<file path="src/rtl/cmul_share_ctrl.sv">
// Round-robin, frame-locked arbiter that shares the twiddle multiplier between two butterfly stages.
// A result returns MUL_LATENCY edges after its beat is accepted; requesters stall only while arbitration holds them off, and results are never held back.
module cmul_share_ctrl #(
    parameter int DATA_WIDTH  = 21,
    parameter int TWID_WIDTH  = 16,
    parameter int MUL_LATENCY = 4
) (
    input  logic                                clk,
    input  logic                                rst,
    input  logic                                s0_valid,
    output logic                                s0_ready,
    input  logic                                s0_last,
    input  logic [DATA_WIDTH-1:0]               s0_a_r,
    input  logic [DATA_WIDTH-1:0]               s0_a_i,
    input  logic [TWID_WIDTH-1:0]               s0_b_r,
    input  logic [TWID_WIDTH-1:0]               s0_b_i,
    input  logic                                s1_valid,
    output logic                                s1_ready,
    input  logic                                s1_last,
    input  logic [DATA_WIDTH-1:0]               s1_a_r,
    input  logic [DATA_WIDTH-1:0]               s1_a_i,
    input  logic [TWID_WIDTH-1:0]               s1_b_r,
    input  logic [TWID_WIDTH-1:0]               s1_b_i,
    output logic [DATA_WIDTH-1:0]               m_a_r,
    output logic [DATA_WIDTH-1:0]               m_a_i,
    output logic [TWID_WIDTH-1:0]               m_b_r,
    output logic [TWID_WIDTH-1:0]               m_b_i,
    input  logic [DATA_WIDTH+TWID_WIDTH:0]      m_c_r,
    input  logic [DATA_WIDTH+TWID_WIDTH:0]      m_c_i,
    output logic [1:0]                          res_valid,
    output logic [DATA_WIDTH+TWID_WIDTH:0]      res_c_r,
    output logic [DATA_WIDTH+TWID_WIDTH:0]      res_c_i,
    output logic                                busy
);

    localparam int NTAG = MUL_LATENCY + 1;

    typedef enum logic [1:0] {IDLE, LOCK0, LOCK1} state_t;

    typedef struct packed {
        logic vld;
        logic id;
    } tag_t;

    state_t                  state;
    logic                    rr_ptr;
    tag_t [NTAG-1:0]         tag_q;
    logic [TWID_WIDTH-1:0]   b_stg_r;
    logic [TWID_WIDTH-1:0]   b_stg_i;

    logic                    acc0;
    logic                    acc1;
    logic                    accept;
    logic                    sel_last;
    logic [DATA_WIDTH-1:0]   sel_a_r;
    logic [DATA_WIDTH-1:0]   sel_a_i;
    logic [TWID_WIDTH-1:0]   sel_b_r;
    logic [TWID_WIDTH-1:0]   sel_b_i;
    tag_t                    new_tag;
    tag_t                    out_tag;
    logic                    any_tag;

    // Ready depends only on state, rr_ptr and valid, never on the beat payload.
    always_comb begin
        s0_ready = 1'b0;
        s1_ready = 1'b0;
        if (!rst) begin
            case (state)
                IDLE: begin
                    if (s0_valid && s1_valid) begin
                        s0_ready = ~rr_ptr;
                        s1_ready = rr_ptr;
                    end else begin
                        s0_ready = s0_valid;
                        s1_ready = s1_valid;
                    end
                end
                LOCK0:   s0_ready = 1'b1;
                LOCK1:   s1_ready = 1'b1;
                default: begin
                    s0_ready = 1'b0;
                    s1_ready = 1'b0;
                end
            endcase
        end
    end

    assign acc0   = s0_valid & s0_ready;
    assign acc1   = s1_valid & s1_ready;
    assign accept = acc0 | acc1;

    always_comb begin
        if (acc1) begin
            sel_last = s1_last;
            sel_a_r  = s1_a_r;
            sel_a_i  = s1_a_i;
            sel_b_r  = s1_b_r;
            sel_b_i  = s1_b_i;
        end else begin
            sel_last = s0_last;
            sel_a_r  = s0_a_r;
            sel_a_i  = s0_a_i;
            sel_b_r  = s0_b_r;
            sel_b_i  = s0_b_i;
        end
    end

    assign new_tag.vld = accept;
    assign new_tag.id  = acc1;

    // Twiddle goes through a staging register so it reaches the multiplier one edge after its data.
    always_ff @(posedge clk) begin
        if (rst) begin
            state   <= IDLE;
            rr_ptr  <= 1'b0;
            m_a_r   <= '0;
            m_a_i   <= '0;
            m_b_r   <= '0;
            m_b_i   <= '0;
            b_stg_r <= '0;
            b_stg_i <= '0;
            tag_q   <= '0;
        end else begin
            m_b_r <= b_stg_r;
            m_b_i <= b_stg_i;
            tag_q <= {tag_q[NTAG-2:0], new_tag};
            if (accept) begin
                m_a_r   <= sel_a_r;
                m_a_i   <= sel_a_i;
                b_stg_r <= sel_b_r;
                b_stg_i <= sel_b_i;
                if (sel_last) begin
                    state  <= IDLE;
                    rr_ptr <= ~acc1;
                end else begin
                    state <= acc1 ? LOCK1 : LOCK0;
                end
            end else begin
                m_a_r   <= '0;
                m_a_i   <= '0;
                b_stg_r <= '0;
                b_stg_i <= '0;
            end
        end
    end

    always_comb begin
        any_tag = 1'b0;
        for (int i = 0; i < NTAG; i++) begin
            any_tag = any_tag | tag_q[i].vld;
        end
    end

    assign out_tag   = tag_q[NTAG-1];
    assign res_valid = out_tag.vld ? (out_tag.id ? 2'b10 : 2'b01) : 2'b00;
    assign res_c_r   = m_c_r;
    assign res_c_i   = m_c_i;
    assign busy      = (state != IDLE) | any_tag;

endmodule

</file>
<file path="config.mk">
export PLATFORM = sky130hd
export DESIGN_NAME = cmul_share_ctrl
export DESIGN_NICKNAME = d
export VERILOG_FILES = /design/src/rtl/cmul_share_ctrl.sv
export SDC_FILE = /design/constraint.sdc
export NUM_CORES = 1
export LEC_CHECK = 0
export ABC_AREA = 1
export BUFFER_PORTS_ARGS = -buffer_cell sky130_fd_sc_hd__clkbuf_2
export CAP_MARGIN = 5
export CORE_AREA = 2 2 151 153
export CTS_CLUSTER_SIZE = 12
export DETAILED_ROUTE_END_ITERATION = 7
export DIE_AREA = 0 0 153 155
export GPL_ROUTABILITY_DRIVEN = 0
export PLACE_DENSITY = 0.63
export SYNTH_ARGS = -nofsm -noshare
export SYNTH_HDL_FRONTEND = slang
export SYNTH_SLANG_ARGS = --single-unit
</file>
<file path="constraint.sdc">
create_clock -name clk -period 2.53 [get_ports clk]
set_input_delay 0.3795 -clock clk [delete_from_list [all_inputs] [get_ports clk]]
set_output_delay 0.3795 -clock clk [all_outputs]
set_load 0.01 [all_outputs]
</file>
======== Yosys cells after proc, flatten, opt, wreduce, memory -nomap -nowiden ========
Cells that the tools add are included.
storage, ports and cells
  input port bits ......................... 230
  register bits ........................... 119
  output and inout bits ................... 155
cells by class
  mux-type cells .......................... 15
  reductions and logical operators ........ 5
  equality and inequality tests ........... 2
  bitwise gates (word level) .............. 11
operators with widths
  cell                                                 number
  2-to-1 mux 21 bit                                    2
  2-to-1 mux 16 bit                                    2
  2-to-1 mux 2 bit                                     4
  bitwise OR 1 bit                                     6
  2-to-1 mux 1 bit                                     5
  one-hot mux 1 bit (2 select lines)                   2
  NOT 1 bit                                            3
  bitwise AND 1 bit                                    2
  equality test 2 x 1 -> 1 bit, second input constant  1
  equality test 2 bit, second input constant           1
  zero test 2 bit                                      1
  AND reduction 2 bit                                  1
  nonzero test 2 bit                                   1
  OR reduction 2 bit                                   1
  logical AND 1 bit                                    1

======== Logic depth before layout (Yosys ltp) ========
Gate-level depths: netlist of run 1.
  depth after elaboration ................. 8
  gate-level depth with buffers ........... 11
  mapped depth without buffers ............ 9

======== Worst setup path before layout of run 1 ========
OpenSTA, ideal clock, no wires.
  path kind ............................... input to output
  start point ............................. input rst
  end point ............................... output s1_ready
  path buffers ............................ 2
  data arrival time ....................... 1095 ps
  path slack .............................. 1056 ps
  data required time ...................... 2151 ps
  stages on the path ...................... 5
  cells stage by stage .................... buf_2 > nor2_4 > clkbuf_1 > nand2_1 > inv_1
on the way
  word-level cells in the longest chain between the ends .. 1
ends and longest elaborated chain
  element             RTL line  RTL
  start: declaration  9         input logic rst,
  2-to-1 mux 1 bit    67        if (!rst) begin
  end: declaration    18        output logic s1_ready,
Every way passes these cells.

======== Final worst setup path of run 1 ========
  start point ............................. register rr_ptr
  end point ............................... output s1_ready
on the way
  word-level cells in the longest chain between the ends .. 3
ends and longest elaborated chain
  element                             RTL line  RTL
  start: declaration                  46        logic rr_ptr;
  start signal: assignment            134       rr_ptr <= ~acc1;
  2-to-1 mux 1 bit                    70        if (s0_valid && s1_valid) begin
  one-hot mux 1 bit (2 select lines)  68        case (state)
  2-to-1 mux 1 bit                    67
Every way passes these cells.

==> results of run 1 <==
worst reg2reg max path, stage by stage, from the launching register on:
cell,delay (ns)
dfxtp_1,0.32
inv_1,0.04
nand2_1,0.07
nand2_1,0.06
nand2_2,0.11
nand3_4,0.27
o21ai_4,0.16
buf_12,0.30
nand2_1,0.19
inv_1,0.06
flip-flops by register name (all words and copies together) (netlist names):
register	cells
m_a_r	21
b_stg_i	16
tag_q	8
m_b_r	16
state	2
rr_ptr	1
out_tag	2
m_b_i	16
m_a_i	21
b_stg_r	16
cell type report:
type,instances,share of cell area (%)
clock inverter,14,1.95
inverter,125,7.10
sequential,119,36.0
multi-input combinational,361,24.2
clock buffer,17,6.43
tap,285,5.39
timing repair buffer,239,18.9
how the worst max path moves through the flow:
stage	start	to	slack, ns	cells after the start
finish	rr_ptr	s1_ready	0.56	8
detailed placement	s0_valid	m_a_r[3]	0.73	9
floorplan	rst	s1_ready	1.06	5
global placement	s0_valid	m_a_r[20]	0.75	9
CTS	rr_ptr	s1_ready	0.53	8
global route	rr_ptr	s1_ready	0.40	8
where the power goes:
group / internal (mW) / switching [mW]
Combinational: 0.234 / 0.367
Sequential: 1.97 / 0.0296
Clock: 1.35 / 0.898
Total: 3.56 / 1.29
logic make-up (layout without fill, tap and decap cells):
group | count (synthesis) | in the layout
AND/OR/NAND/NOR | 358 | 358
buffers and inverters | 247 | 395
flip-flops | 119 | 119
AO/OA/AOI/OAI | 3 | 3
per-stage QoR:
stage / power, mW / hold slack (ns) / instances / utilization, % / worst slack [ns]
finish: 4.86 / 0.251 / 1160 / 29.7 / 0.561
global route: 5.11 / 0.250 / 1160 / 29.7 / 0.405
global placement: 2.65 / 0.389 / 1129 / 27.3 / 0.752
detailed placement: 2.66 / 0.392 / 1129 / 27.3 / 0.727
CTS: 4.94 / 0.223 / 1160 / 29.7 / 0.525
floorplan: 2.51 / 0.388 / 727 / - / 1.06
synthesized netlist by cell type:
library cell,number
nand2_1,230
dfxtp_1,119
buf_4,82
inv_1,82
nand4_1,77
nor2_1,44
inv_2,43
buf_2,18
buf_1,8
clkbuf_1,8
buf_6,6
nand3_1,2
a21oi_1,1
nand2_2,1
nand3_2,1
nand3b_1,1
nor2_4,1
nor4_1,1
o21ai_2,1
o31ai_1,1
metal layers:
metal  part of all wire (%)  track usage, %  vias up
li1                       -               -     2388
met5                      0               0        -
met4                    4.1            7.23        0
met2                     50            22.4      208
met1                     39            14.6     2096
met3                    7.3            4.35       52
==> metrics.md, run 1 <==
| Metric | Value |
|---|---|
| Vias | `4744` |
| Least-Margin Pin Slew | `between 0.8 and 0.9 ns` |
| Largest delay contributor family on the critical path | `buffers and inverters` |
| Final ANT Viol Nets | `0` |
| Worst setup path class | `reg -> out` |
| Largest family of logic cells by synthesized area | `simple AND/OR/NAND/NOR gates` |
| Outcome | `finished clean` |
| Adder-Cell Fraction of Synth Area | `0%` |
| Iter 0 DRT Violations | `about 350` |
| Crit-path slowest cell | `dfxtp_1` |
| Setup-failing EPs final | `0` |
| Pin count of the biggest net entering global routing | `between 70 and 80` |
| Reg2Reg Setup Slack | `between 0.8 and 0.9 ns` |
| CP max FO | `76` |
| Die X | `153 µm` |
| GRT overflow | `0` |
| Worst hold stages | `5` |
| Max-slew violation count | `0` |
| Layout cells sized above 1 | `between 30% and 40%` |
| Mapped Cells | `approximately 730` |
| Clk buf depth | `2` |
| Most frequent cells in the layout | `clkbuf_2 (231), nand2_1 (230), dfxtp_1 (119)` |
| Final Instance Area | `6610 µm²` |
| Skew final | `0.00801 ns` |
| DP Area | `6060 µm²` |
| Fin crit share | `between 70 and 80%` |
| Final wirelength | `approximately 16000 µm` |
| Fillers | `approximately 2400` |
| FF-to-FF End | `m_a_i[8]` |
| CTS Sinks | `119` |
| Area delta synth->final | `25.5%` |
| HP Class | `in -> reg` |
| Slowest stage delay, CP | `0.32 ns` |
| Die Span Y | `approximately 160 µm` |
| Total track usage | `13.2%` |
| Max Cap Viol | `0` |
| FP Rows | `55` |
| Drc violations | `0` |
| Worst slew margin | `a little over two fifths` |
| Pwr dens | `between 700 and 800 nW/µm²` |
| Multi-input gate area | `around 1600 µm²` |
| Inserted Clock Buffers | `17` |
| Multiplexer area fraction after synthesis | `0%` |
| Critical Path AT | `between 1.5 and 2 ns` |
| Vias in the first global route | `4388` |
| Fin nets | `~1100` |
| DR WL/cell | `13.9 µm` |
| Yosys reg bits | `119` |
| Die ar. | `roughly 24000 µm²` |
| Starting density of the core | `a little under a quarter` |
| Yosys warns | `0` |
| CORE AREA | `22200 µm²` |
| Netlist Area Pre-Place | `around 5300 µm²` |
| Post-Synth XOR/XNOR Area | `0%` |
| Synth Area in Simple Gates | `between 20 and 30%` |
| Launch point of the worst reg-to-reg path | `rr_ptr` |
| Post-synth top area share | `45.2%` |
| Worst r2r path cells | `9` |
| Synthesized Nets | `around 960` |
| Dominant cells by area after synthesis | `dfxtp_1 (45%), nand2_1 (16%), buf_4 (12%), nand4_1 (9.1%), inv_1 (5.8%)` |
| TritonCTS clock tree | `done` |
| CP Launch Type | `flop` |
| Largest area contributor in the netlist | `dfxtp_1` |
| Num ports | `between 300 and 400` |
| Worst Hold Launch | `s0_b_r[9]` |
| Hold EP | `b_stg_r[9]` |
| Cts hold-fix bufs | `0` |
| PostCTS Resize Cnt | `0` |
| Initial antenna violation count | `0` |
| RSZ-0062 raised after global routing | `false` |
| Drt pass-1 iters | `4` |
| Most frequent CP cell | `nand2_1` |
| Worst-path clk slew | `~0.060 ns` |
| Critical Path RT | `approximately 2.2 ns` |
| Yosys cell types | `20` |
| Maximum VDD drop | `between 0.3 and 0.4 mV` |
| Tmin final | `just under 2 ns` |
| Compound-Gate Fraction of Synth Area | `0.404%` |
| Clock latency on the worst-skew pair | `0.40 ns` |
| Cells along the critical path | `inv_1 > nand2_1 > nand2_1 > nand2_2 > buf_12 > nand2_1 > inv_1 > clkbuf_2` |
| Reg area | `about 2400 µm²` |
| Setup TNS | `0 ns` |
| Postcts setup bufs | `0` |
| Most common cell after layout, fill and taps aside | `clkbuf_2` |
| Max Freq | `roughly 500 MHz` |
| Vias per Instance | `between 4 and 5` |
| Leak Pwr | `around 3.8 nW` |
| Endpoints failing hold | `0` |
| Root Buffer Master | `clkbuf_16` |
| Htree depth | `4` |
| DP HPWL | `around 12000 µm` |
| Synthesized area per cell | `7.25 µm²` |
| N_diodes | `0` |
| Worst path buffer plus inverter count | `4` |
| Buffers on Ports | `232` |
| Register area share after synthesis | `between 40% and 50%` |
| First-pass GRT wire length | `24200 µm` |
| CP Capture Type | `output pin` |
Power figures use the tool's default switching activity.
==> run 2, diff against run 1 <==
--- a/config.mk
+++ b/config.mk
@@ -5,13 +5,13 @@
 export SDC_FILE = /design/constraint.sdc
 export NUM_CORES = 1
 export LEC_CHECK = 0
-export ABC_AREA = 1
+export ABC_AREA = 0
 export BUFFER_PORTS_ARGS = -buffer_cell sky130_fd_sc_hd__clkbuf_2
 export CAP_MARGIN = 5
-export CORE_AREA = 2 2 151 153
+export CORE_AREA = 2 2 149 151
 export CTS_CLUSTER_SIZE = 12
 export DETAILED_ROUTE_END_ITERATION = 7
-export DIE_AREA = 0 0 153 155
+export DIE_AREA = 0 0 151 153
 export GPL_ROUTABILITY_DRIVEN = 0
 export PLACE_DENSITY = 0.63
 export SYNTH_ARGS = -nofsm -noshare
==> constraint.sdc (replaced) <==
create_clock -name clk -period 2.1 [get_ports clk]
set_input_delay 0.315 -clock clk [delete_from_list [all_inputs] [get_ports clk]]
set_output_delay 0.315 -clock clk [all_outputs]
set_load 0.01 [all_outputs]
==> run 2 against run 1 <==
Against the previous run:
- design area shrank 3.7%
- combinational power grew 26%
- clock skew grew 0.0021 ns
- worst hold slack lost 0.14 ns
- largest power group unchanged
==> metrics.md, run 2 <==
| Metric | Value |
|---|---|
| Area delta synth->final | `28.2% (was 25.5%)` |
| Skew final | `0.0101 ns (was 0.00801 ns)` |
| Max Cap Viol | `0 (unchanged)` |
| Register area share after synthesis | `48.0% (was 45.2%)` |
| TritonCTS clock tree | `done (unchanged)` |
| Post-synth EDFFs | `0 (unchanged)` |
| Largest area contributor in the netlist | `dfxtp_1 (unchanged)` |
| Worst-path clk slew | `0.06 ns (about the same)` |
| Pwr dens | `990 nW/µm² (was 734 nW/µm²)` |
| FF-to-FF End | `b_stg_i[15] (was m_a_i[8])` |
| Mapped Cells | `537 (was 727)` |
| Starting density of the core | `23.1% (was 23.7%)` |
| RSZ-0062 raised after global routing | `false (unchanged)` |
| Critical Path AT | `2.20 ns (was 1.59 ns)` |
| Setup-failing EPs final | `0 (unchanged)` |
| HP Class | `in -> reg (unchanged)` |
| First-pass GRT wire length | `24600 µm (was 24200 µm)` |
| Worst slew margin | `33.4% (was 43.2%)` |
| PostCTS Resize Cnt | `0 (unchanged)` |
| Top FF cell, synth | `dfxtp_1 (unchanged)` |
| GRT overflow | `0 (unchanged)` |
| Most common cell in the netlist | `dfxtp_1 (was nand2_1)` |
| Yosys warns | `0 (unchanged)` |
| Endpoints failing hold | `0 (unchanged)` |
| Root Buffer Master | `clkbuf_16 (unchanged)` |
| Async S/R FF share, synth | `0% (unchanged)` |
| Leak Pwr | `2.68 nW (was 3.83 nW)` |
| Least-Margin Pin Slew | `0.998 ns (was 0.852 ns)` |
| Synthesized area per cell | `9.25 µm² (was 7.25 µm²)` |
| Pin count of the biggest net entering global routing | `90 (was 77)` |
| N_diodes | `0 (unchanged)` |
| Most common cell after layout, fill and taps aside | `clkbuf_2 (unchanged)` |
| Initial antenna violation count | `0 (unchanged)` |
| Dominant cells by area after synthesis | `dfxtp_1 (48%), buf_4 (13%), a211oi_1 (11%), nand3_1 (7.5%), o21ai_1 (6.0%) (was dfxtp_1 (45%), nand2_1 (16%), buf_4 (12%), nand4_1 (9.1%), inv_1 (5.8%))` |
| Cts hold-fix bufs | `0 (unchanged)` |
| Drt pass-1 iters | `4 (unchanged)` |
| Die ar. | `23100 µm² (was 23700 µm²)` |
| Inserted Clock Buffers | `17 (unchanged)` |
| Worst r2r path cells | `3 (was 9)` |
| Hold EP | `state[0] (was b_stg_r[9])` |
| Vias | `4382 (was 4744)` |
| Maximum VDD drop | `0.440 mV (was 0.386 mV)` |
| Max-slew violation count | `0 (unchanged)` |
| Pre-CTS setup slack | `0.172 ns (was 0.727 ns)` |
| Post-synth top area share | `48.0% (was 45.2%)` |
| Tmin final | `roughly 1.9 ns` |
| CTS Sinks | `119 (unchanged)` |
| CORE AREA | `21500 µm² (was 22200 µm²)` |
| CP Launch Type | `flop (unchanged)` |
| Final wirelength | `16900 µm (was 16100 µm)` |
| Setup TNS | `0 ns (unchanged)` |
| Final WS setup | `0.190 ns (was 0.561 ns)` |
| Max Freq | `524 MHz` |
| Yosys cell types | `23 (was 20)` |
| Worst Hold Launch | `s0_last (was s0_b_r[9])` |
| FP Rows | `54 (was 55)` |
| Die X | `151 µm (was 153 µm)` |
| Regs by FF count | `m_a_i x21, m_a_r x21 (unchanged)` |
| CP max FO | `74 (was 76)` |
| Launch point of the worst reg-to-reg path | `state[0] (was rr_ptr)` |
| Synthesized Nets | `767 (was 957)` |
| Total track usage | `14.0% (was 13.2%)` |
| Most frequent cells in the layout | `clkbuf_2 (231), dfxtp_1 (119), a211oi_1 (75) (was clkbuf_2 (231), nand2_1 (230), dfxtp_1 (119))` |
| Vias per Instance | `4.57 (was 4.09)` |
| Buffers on Ports | `232 (unchanged)` |
| Final ANT Viol Nets | `0 (unchanged)` |
| Fin nets | `897 (was 1093)` |
| CP Capture Type | `flop (was output pin)` |
| Drc violations | `0 (unchanged)` |
| DP HPWL | `11800 µm (about the same)` |
| Clk buf depth | `2 (unchanged)` |
| Fin crit share | `roughly 91%` |
| Critical Path RT | `2.39 ns (was 2.15 ns)` |
| Top post-synthesis cells by count | `dfxtp_1 (119), buf_4 (85), a211oi_1 (75) (was nand2_1 (230), dfxtp_1 (119), buf_4 (82), inv_1 (82), nand4_1 (77))` |
| Worst setup path class | `reg -> reg (was reg -> out)` |
| Outcome | `finished clean (unchanged)` |
| DR WL/cell | `17.6 µm (was 13.9 µm)` |
| Postcts setup bufs | `0 (unchanged)` |
| Vias in the first global route | `4170 (was 4388)` |
| Yosys reg bits | `119 (unchanged)` |
| Num ports | `385 (unchanged)` |
| Netlist Area Pre-Place | `4970 µm² (was 5270 µm²)` |
| Worst hold stages | `2 (was 5)` |
| Clock latency on the worst-skew pair | `0.41 ns (was 0.40 ns)` |
| Htree depth | `4 (unchanged)` |
| Layout cells sized above 1 | `40.2% (was 36.2%)` |
| Die Span Y | `153 µm (was 155 µm)` |
| Iter 0 DRT Violations | `322 (was 352)` |
| Reg2Reg Setup Slack | `0.19 ns (was 0.87 ns)` |
## run 2: changes by cell type after synthesis, sizes merged, moves of 7 or more
cell    delta
nand2    -228
inv      -123
nand4     -77
a211oi    +75
o21ai     +73
nand3     +71
nor2      -43
nor2b     +43
clkbuf    +14
buf        -7
## run 2: worst max path at each step
stage	endpoint	from	slack, ns
6_report	b_stg_i[15]	state[0]	0.19
5_1_grt	b_stg_i[15]	state[0]	0.02
4_1_cts	b_stg_i[15]	state[0]	0.15
3_5_place_dp	b_stg_i[15]	s1_valid	0.17
3_3_place_gp	b_stg_i[15]	s1_valid	0.15
2_1_floorplan	b_stg_i[0]	state[0]	0.76
## run 2: logic make-up (layout without fill, tap and decap cells)
kind of cell	count (synthesis)	count (layout)	synth area share, %
AO/OA/AOI/OAI	155	155	19.5
buffers and inverters	131	273	17.7
flip-flops	119	119	48.0
AND/OR/NAND/NOR	132	132	14.8
## run 2: power by group
group / internal [mW] / total (mW) / switching, mW / leakage [nW]
registers: 2.40 / 2.44 / 0.0464 / 0.978
clock network: 2.07 / 3.11 / 1.04 / 0.299
logic: 0.314 / 0.755 / 0.441 / 1.40
## run 2: critical path, cell delays in order (launching register included)
cell and delay (ns):
dfxtp_1 0.49, or3b_4 0.84, o21ai_1 0.11, a211oi_1 0.34
## run 2: layout make-up
type | count | area, µm²
fill | 2274 | 15100
sequential | 119 | 2380
multi-input combinational | 287 | 1730
timing repair buffer | 240 | 1270
clock buffer | 23 | 478
tap | 280 | 350
clock inverter | 8 | 145
inverter | 2 | 7.51
## run 2: metrics by stage
step	power, mW	hold WS [ns]	instance area (µm²)	utilization [%]	cells
finish	6.30	0.114	6370	29.6	959
floorplan	3.05	0.412	4970	-	537
global route	6.57	0.100	6370	29.6	959
detailed placement	3.25	0.424	5740	26.7	928
global placement	3.25	0.415	5740	26.7	928
CTS	6.39	0.0968	6370	29.6	959
## run 2: routing by layer
metal  vias to the layer above  GRT usage (%)  share of wire (%)  wire, µm
li1                       2083              -                  -         -
met1                      2036           14.9                 37      6310
met2                       207           24.4                 49      8320
met3                        56           4.81                9.5      1600
met4                         0           7.39                3.7       632
met5                         -              0                  0         0
==> run 3, diff against run 2 <==
--- a/config.mk
+++ b/config.mk
@@ -9,7 +9,7 @@
 export BUFFER_PORTS_ARGS = -buffer_cell sky130_fd_sc_hd__clkbuf_2
 export CAP_MARGIN = 5
 export CORE_AREA = 2 2 149 151
-export CTS_CLUSTER_SIZE = 12
+export CTS_CLUSTER_SIZE = 25
 export DETAILED_ROUTE_END_ITERATION = 7
 export DIE_AREA = 0 0 151 153
 export GPL_ROUTABILITY_DRIVEN = 0
==> constraint.sdc (replaced) <==
create_clock -name clk -period 2.19 [get_ports clk]
set_input_delay 0.3285 -clock clk [delete_from_list [all_inputs] [get_ports clk]]
set_output_delay 0.3285 -clock clk [all_outputs]
set_load 0.01 [all_outputs]
==> run 3 against run 2 <==
Against the previous run:
- power down 9.3%
- critical path depth up 1
- via count down 1.0%
- largest cell class unchanged
==> metrics.md, run 3 (synthesized netlist as in run 2, its figures left out) <==
| Metric | Value |
|---|---|
| Maximum VDD drop | `0.438 mV (was 0.440 mV)` |
| Final ANT Viol Nets | `0 (unchanged)` |
| Max Cap Viol | `0 (unchanged)` |
| Max Freq | `562 MHz` |
| Setup-failing EPs final | `0 (unchanged)` |
| Skew final | `0.0152 ns (was 0.0101 ns)` |
| Regs by FF count | `m_a_i x21, m_a_r x21 (unchanged)` |
| TritonCTS clock tree | `done (unchanged)` |
| Worst-path clk slew | `0.07 ns (was 0.06 ns)` |
| Critical Path AT | `1.45 ns (was 2.20 ns)` |
| Worst Hold Launch | `s0_last (unchanged)` |
| Launch point of the worst reg-to-reg path | `state[1] (was state[0])` |
| Cells after DPL | `929 (was 928)` |
| Total track usage | `14.3% (was 14.0%)` |
| Hold EP | `state[0] (unchanged)` |
| Num ports | `385 (unchanged)` |
| Iter 0 DRT Violations | `219 (was 322)` |
| Setup TNS | `0 ns (unchanged)` |
| Max-slew violation count | `0 (unchanged)` |
| FF-to-FF End | `m_a_r[15] (was b_stg_i[15])` |
| Critical Path RT | `1.86 ns (was 2.39 ns)` |
| DP HPWL | `11800 µm (about the same)` |
| Most common cell after layout, fill and taps aside | `clkbuf_2 (unchanged)` |
| Initial antenna violation count | `1 (was 0)` |
| Cts hold-fix bufs | `0 (unchanged)` |
| Layout cells sized above 1 | `40.8% (was 40.2%)` |
| Final std cells w/o fill | `961 (was 959)` |
| Vias | `4338 (was 4382)` |
| Die Span Y | `153 µm (unchanged)` |
| Root Buffer Master | `clkbuf_16 (unchanged)` |
| Area delta synth->final | `27.5% (was 28.2%)` |
| Fin nets | `898 (was 897)` |
| Pwr dens | `904 nW/µm² (was 990 nW/µm²)` |
| Tmin final | `1.78 ns` |
| Least-Margin Pin Slew | `0.754 ns (was 0.998 ns)` |
| Most frequent cells in the layout | `clkbuf_2 (231), dfxtp_1 (119), a211oi_1 (75) (unchanged)` |
| Drt pass-1 iters | `4 (unchanged)` |
| Leak Pwr | `2.65 nW (was 2.68 nW)` |
| CP Launch Type | `flop (unchanged)` |
| Fin crit share | `approximately four fifths` |
| Worst hold stages | `2 (unchanged)` |
| Die ar. | `23100 µm² (unchanged)` |
| Starting density of the core | `23.1% (unchanged)` |
| Vias in the first global route | `4306 (was 4170)` |
| DR WL/cell | `17.5 µm (was 17.6 µm)` |
| PostCTS Resize Cnt | `0 (unchanged)` |
| CP max FO | `6 (was 74)` |
| CORE AREA | `21500 µm² (unchanged)` |
| Clk buf depth | `2 (unchanged)` |
| HP Class | `in -> reg (unchanged)` |
| Die X | `151 µm (unchanged)` |
| Worst Hold Slack | `0.108 ns (was 0.114 ns)` |
| Postcts setup bufs | `0 (unchanged)` |
| Inserted Clock Buffers | `17 (unchanged)` |
| First-pass GRT wire length | `24800 µm (was 24600 µm)` |
| Clock latency on the worst-skew pair | `0.42 ns (was 0.41 ns)` |
| Slowest stage delay, CP | `0.45 ns (was 0.84 ns)` |
| Buffers on Ports | `232 (unchanged)` |
| Worst setup path class | `reg -> out (was reg -> reg)` |
| N_diodes | `0 (unchanged)` |
| Htree depth | `4 (unchanged)` |
| RSZ-0062 raised after global routing | `false (unchanged)` |
| CTS Sinks | `119 (unchanged)` |
| Worst r2r path cells | `4 (was 3)` |
| Endpoints failing hold | `0 (unchanged)` |
| Crit-path slowest cell | `dfxtp_1 (was or3b_4)` |
| CP Capture Type | `output pin (was flop)` |
| FP Rows | `54 (unchanged)` |
| Worst slew margin | `49.8% (was 33.4%)` |
| Tot Pwr | `5.72 mW (was 6.30 mW)` |
| Vias per Instance | `4.51 (was 4.57)` |
| Cells along the critical path | `nand2b_1 > a21oi_1 > nor3_1 > clkbuf_2 (was or3b_4 > o21ai_1 > a211oi_1)` |
| GRT overflow | `0 (unchanged)` |
| Reg2Reg Setup Slack | `0.57 ns (was 0.19 ns)` |
| Outcome | `finished clean (unchanged)` |
| Fillers | `2305 (was 2274)` |
| Final wirelength | `16800 µm (was 16900 µm)` |
| Drc violations | `0 (unchanged)` |
| Pin count of the biggest net entering global routing | `76 (was 90)` |
[run 3: changes by cell type in the layout (fill, tap and decap cells not counted), sizes merged]
cell	delta
clkbuf	-5
clkinv	+4
bufinv	-3
buf	+1
clkinvlp	+4
inv	+1
[run 3: critical path: cells and delay by family, from the launching register on]
kind | cells | cell delay [ns]
simple gates | 2 | 0.34
compound gates | 1 | 0.06
flops | 1 | 0.45
buf+inv | 1 | 0.18
[run 3: where the power goes]
part | total [mW] | switching [mW] | internal [mW]
clock network | 2.65 | 1.06 | 1.59
logic | 0.727 | 0.421 | 0.306
registers | 2.34 | 0.0431 | 2.30
total | 5.72 | 1.53 | 4.19
[run 3: layer usage]
metal	GRT usage [%]	vias up	wire, µm
met5	0	-	13
met4	6.94	2	627
met3	6.24	61	1630
met2	24.9	202	8400
met1	14.4	1990	6120
li1	-	2083	-
[run 3: worst max-delay path by stage]
| stage | from | endpoint | slack [ns] | cells after the start |
|---|---|---|---|---|
| after detailed placement | s0_valid | m_a_r[15] | 0.58 | 5 |
| after floorplan | state[0] | b_stg_i[0] | 0.85 | 5 |
| after global routing | rr_ptr | s1_ready | 0.32 | 4 |
| final | rr_ptr | s1_ready | 0.41 | 4 |
| after CTS | rr_ptr | s1_ready | 0.38 | 4 |
| after global placement | s0_valid | m_a_r[15] | 0.58 | 5 |
[run 3: area by class of cell]
class / instances / area, µm² / share of cell area [%]
flip-flops and latches: 119 / 2380 / 37.6
multi-input cells: 287 / 1730 / 27.3
repair buffers: 241 / 1290 / 20.4
clock buffers: 18 / 439 / 6.94
well taps: 280 / 350 / 5.53
clock inverters: 14 / 129 / 2.04
inverters: 2 / 7.51 / 0.119
[run 3: through the flow]
stage	setup WS [ns]	util (%)	area, µm²
floorplan	0.846	-	4970
global route	0.323	29.5	6330
global placement	0.582	26.8	5760
finish	0.410	29.5	6330
detailed placement	0.578	26.8	5760
CTS	0.381	29.5	6330
